$ cat config.mk
export PLATFORM = sky130hd
export DESIGN_NAME = axis_spi_master
export DESIGN_NICKNAME = d
export VERILOG_FILES = /design/src/rtl/axis_spi_master.sv
export SDC_FILE = /design/constraint.sdc
export NUM_CORES = 1
export LEC_CHECK = 0
export ABC_AREA = 1
export BUFFER_PORTS_ARGS = -buffer_cell sky130_fd_sc_hd__buf_2
export CORE_MARGIN = 3
export CORE_UTILIZATION = 55
export DETAILED_ROUTE_END_ITERATION = 7
export MAX_ROUTING_LAYER = met4
export PLACE_DENSITY = 0.8
export SLEW_MARGIN = 25
export SYNTH_ARGS = -nofsm -noshare
export SYNTH_HDL_FRONTEND = slang
export SYNTH_SLANG_ARGS = --single-unit
$ cat constraint.sdc
create_clock -name aclk -period 2.4 [get_ports aclk]
set_input_delay 0.48 -clock aclk [delete_from_list [all_inputs] [get_ports aclk]]
set_output_delay 0.48 -clock aclk [all_outputs]
set_load 0.03 [all_outputs]
$ cat src/rtl/axis_spi_master.sv
// AXI-Stream to SPI master: one 32-bit input word becomes one SPI transfer whose
// received bits are returned on the output stream along with the chip-select index.
module axis_spi_master #(
  parameter int unsigned SPI_DATA_WIDTH = 16,
  parameter int unsigned CLK_DIV        = 4,
  parameter int unsigned CS_WIDTH       = 1,
  parameter bit          CPOL           = 1'b0,
  parameter bit          CPHA           = 1'b0
) (
  input  logic                aclk,
  input  logic                aresetn,
  input  logic [31:0]         s_axis_tdata,
  input  logic                s_axis_tvalid,
  output logic                s_axis_tready,
  output logic [31:0]         m_axis_tdata,
  output logic                m_axis_tvalid,
  input  logic                m_axis_tready,
  output logic                spi_sclk,
  output logic                spi_mosi,
  input  logic                spi_miso,
  output logic [CS_WIDTH-1:0] spi_cs_n,
  output logic                busy
);

  localparam int unsigned W     = SPI_DATA_WIDTH;
  localparam int unsigned EDGES = 2 * W;

  typedef enum logic [2:0] {IDLE, LEAD, SHIFT, TRAIL, GAP} state_t;

  state_t        state, next_state;
  logic [9:0]    cnt;
  logic [5:0]    edge_cnt;
  logic [W-2:0]  tx_sr;
  logic [W-1:0]  rx_sr;
  logic [3:0]    cs_idx;
  logic [31:0]   result;
  logic [CS_WIDTH-1:0] cs_sel;
  logic accept, cnt_last, edge_last, leading, sample_now, update_now, m_next_valid;

  generate
    if (W < 28) begin : g_unused
      logic unused_tdata;
      assign unused_tdata = ^s_axis_tdata[27:W];
    end
  endgenerate

  assign accept    = s_axis_tvalid & s_axis_tready;
  assign cnt_last  = (cnt == 10'(CLK_DIV - 1));
  assign edge_last = (edge_cnt == 6'(EDGES - 1));
  // edge_cnt holds edges already emitted, so the upcoming edge is leading when it is even
  assign leading   = ~edge_cnt[0];
  assign m_next_valid = (m_axis_tvalid & ~m_axis_tready) | ((state == GAP) & cnt_last);

  always_comb begin
    next_state = state;
    case (state)
      IDLE:    if (accept) next_state = LEAD;
      LEAD:    if (cnt_last) next_state = SHIFT;
      SHIFT:   if (cnt_last && edge_last) next_state = TRAIL;
      TRAIL:   if (cnt_last) next_state = GAP;
      GAP:     if (cnt_last) next_state = IDLE;
      default: next_state = IDLE;
    endcase
  end

  always_comb begin
    sample_now = 1'b0;
    update_now = 1'b0;
    if (state == SHIFT && cnt_last) begin
      if (CPHA) begin
        sample_now = ~leading;
        update_now = leading & (edge_cnt != '0);
      end else begin
        sample_now = leading;
        update_now = ~leading & ~edge_last;
      end
    end
  end

  always_comb begin
    cs_sel = '1;
    for (int unsigned i = 0; i < CS_WIDTH; i++) begin
      cs_sel[i] = (s_axis_tdata[31:28] != 4'(i));
    end
  end

  always_comb begin
    result         = '0;
    result[31:28]  = cs_idx;
    result[W-1:0]  = rx_sr;
  end

  always_ff @(posedge aclk or negedge aresetn) begin
    if (!aresetn) state <= IDLE;
    else          state <= next_state;
  end

  always_ff @(posedge aclk or negedge aresetn) begin
    if (!aresetn) begin
      cnt           <= '0;
      edge_cnt      <= '0;
      tx_sr         <= '0;
      rx_sr         <= '0;
      cs_idx        <= '0;
      spi_sclk      <= CPOL;
      spi_mosi      <= 1'b0;
      spi_cs_n      <= '1;
      s_axis_tready <= 1'b0;
      m_axis_tvalid <= 1'b0;
      m_axis_tdata  <= '0;
      busy          <= 1'b0;
    end else begin
      // ready is precomputed from the next-cycle state so the port stays a flop
      s_axis_tready <= (next_state == IDLE) & ~m_next_valid;
      busy          <= (next_state != IDLE);
      m_axis_tvalid <= m_next_valid;

      if (state == IDLE || cnt_last) cnt <= '0;
      else                           cnt <= cnt + 10'd1;

      if (accept) begin
        tx_sr    <= s_axis_tdata[W-2:0];
        rx_sr    <= '0;
        cs_idx   <= s_axis_tdata[31:28];
        spi_mosi <= s_axis_tdata[W-1];
        spi_cs_n <= cs_sel;
        edge_cnt <= '0;
      end

      if (state == SHIFT && cnt_last) begin
        spi_sclk <= ~spi_sclk;
        edge_cnt <= edge_cnt + 6'd1;
      end
      if (sample_now) rx_sr <= {rx_sr[W-2:0], spi_miso};
      if (update_now) begin
        spi_mosi <= tx_sr[W-2];
        tx_sr    <= {tx_sr[W-3:0], 1'b0};
      end

      if (state == TRAIL && cnt_last) spi_cs_n <= '1;
      if (state == GAP && cnt_last) begin
        spi_mosi     <= 1'b0;
        m_axis_tdata <= result;
      end
    end
  end

endmodule

==> reports/qor.yml <==
startpoint: "edge_cnt[0]"
hold_violations: 0
outcome: "complete, no violations"
synthesis.area_um2: 3777
drive_above_1_share_pct: 21.26
cts_tree: "yes"
fmax_mhz: 503.2
clock-root-buffer: "clkbuf_8"
wirelength_mm: 7.081
intPower_uw: 1756
worst-path-buf-inv: 1
avgSynthCellArea_um2: 8.644
synthDistinctLibCells: 33
net-switching-power_uw: 582.0
cts_setup_buffers: 0
nNetsFinal: 528
vias: 2954
final_area_um2: 4232
mostFrequentLayoutCell: "nand2_1"
drt-initial-drc-count: 107
period_needed_ps: 1987
p_seq_share_pct: 57.9
diodes: 0
skew_ps: 12.70
slowest_delay_ps: 490
cts_resized: 0
slew_viol_final: 0
hold_buffers: 0
syn_to_final_growth_pct: 12.02
htreeDepth: 3
synth_seq_cells: 80
finalCritPeriodShare_pct: 82.80
clock_sinks: 80
yosysSeqAreaShare_pct: 53.03
pwr_density_cell_nw_per_um2: 552.6
antenna_found_initial: 0
initial_core_util_pct: 58.16
final_cell_mix: "nand2_1, dfrtp_1, nand3_1, buf_2, nor2_1"
regArea_um2: 2003
max_cap_violations: 0
routedWlPerCell_um: 12.40
grt_overflow: 0
avgViaCountPerCell: 5.173
crit_fanout: 15
cpMaxStageDelayCell: "dfrtp_1"
die_h_um: 88.88
syn_inst: 437
rsz0062_at_grt: "false"
grt_pass1_vias: 2791
combPwrFrac_pct: 3.4
clockBufferDepth: 2
p_sw_share_pct: 24.89
core_um2: 6495
clk_pin_slew_ps: 90
row_count: 29
cpMostUsedCell: "nand3_1"
numCtsBuffers: 9
place_area_um2: 4051
die_x_um: 88.88
total_power_uw: 2338
crit_family: "simple AND/OR/NAND/NOR gates"
grt_max_degree: 51
drtAntennaViolNets: 0
insertion_delay_ps: 350
die-area_um2: 7899
grt_pass1_wl_mm: 12.30
p_leak_uw: 0.002169
path_cells: "ha_1 -> nand3_1 -> nor2_1 -> nor2_4 -> nand3_4 -> clkinv_2 -> nand2_1 -> nand3_1"
p_clk_share_pct: 38.7
grtUsageTotal_pct: 20.45
dpl.hpwl_mm: 5.114
io_buffers: 50
cp-start-kind: "register"
reg2reg_from: "edge_cnt[0]"
setup_viol: 0
critical_path_class: "reg -> reg"
setup_tns_ps: 0
multi_input_area_um2: 1531
num_io_pins: 75
required_ps: 2630
yosysWarnings: 0
peakVddDrop_mv: 0.4242
end_kind: "register"
drc: 0
arrival_ps: 2210
dr.pass1.iters: 4
hp-class: "in -> async"
num-fill-cells: 531
place.gp.congestion: 0.8786
state kept, by name, summed over array words and instances (netlist names), 3 cells and up:
signal,flops
cnt,10
cs_idx,4
m_axis_tdata,20
state,3
edge_cnt,6
tx_sr,15
rx_sr,16
routing by layer:
| layer | up-vias | wire length [um] | part of all wire (%) | global-route usage (%) |
|---|---|---|---|---|
| met2 | 72 | 3524 | 50 | 33.06 |
| met1 | 1392 | 3161 | 45 | 26.02 |
| met5 | - | 0 | 0 | - |
| li1 | 1480 | - | - | - |
| met4 | 0 | 69 | 0.97 | 7.692 |
| met3 | 10 | 325 | 4.6 | 3.073 |
cell type report:
cell class / instances / area share, %
Multi-Input combinational cell: 313 / 36.19
Timing Repair Buffer: 56 / 7.333
Sequential cell: 80 / 47.34
Tap cell: 77 / 2.277
Clock buffer: 9 / 2.927
Clock inverter: 7 / 1.331
Inverter: 29 / 2.602
logic make-up after synthesis:
group                      synth area share, %
DFF                                      53.03
AOI/OAI and AO/OA                        1.921
buffers and inverters                    7.519
and+or+nand+nor                          35.61
other                                  0.09928
adders and majority gates               0.6624
xor gates and xnor gates                 1.159
Yosys cell counts (all sizes together):
cell | instances | share of area (%)
nand4 | 6 | 1.2
conb | 1 | 0.099
and3 | 2 | 0.33
nor3b | 3 | 0.60
clkbuf | 7 | 0.70
nand3b | 1 | 0.20
dfstp | 1 | 0.70
o22ai | 2 | 0.33
nand2 | 151 | 16
dfrtp | 79 | 52
nand3 | 71 | 11
xnor2 | 1 | 0.23
buf | 19 | 3.9
xor2 | 4 | 0.93
clkinv | 2 | 0.23
nor3 | 7 | 0.93
ha | 2 | 0.66
a21oi | 4 | 0.53
o21ai | 8 | 1.1
nor2 | 39 | 5.3
inv | 27 | 2.7
power groups by stage:
stage	Combinational (uW)	Sequential (uW)	Clock [uW]
4_1_cts	80.8	1350	923
2_1_floorplan	44.3	1380	0
3_5_place_dp	80.8	1380	0
3_3_place_gp	79.8	1380	0
5_1_grt	89.8	1360	992
6_report	79.1	1350	905
final timing paths:
kind / end / slack, ps / depth (start not counted)
worst max register to register: tx_sr[14] / 410 / 8
worst min register to register: cnt[0] / 460 / 1
worst max-delay path: tx_sr[14] / 410 / 8
max in group asynchronous: spi_cs_n / 1720 / 2
worst min-delay path: m_axis_tdata[2] / 50 / 1
min in group aclk: rx_sr[0] / 330 / 3
per-stage QoR:
stage	hold WS, ps	utilization, %	setup slack, ps	cells
finish	45.17	65.15	412.9	571
global placement	432.6	62.38	461.3	555
CTS	49.80	65.15	405.3	571
floorplan	184.4	-	764.4	448
detailed placement	431.1	62.38	412.6	555
global route	57.33	65.15	266.5	571
(Power assumes the default switching activity.)
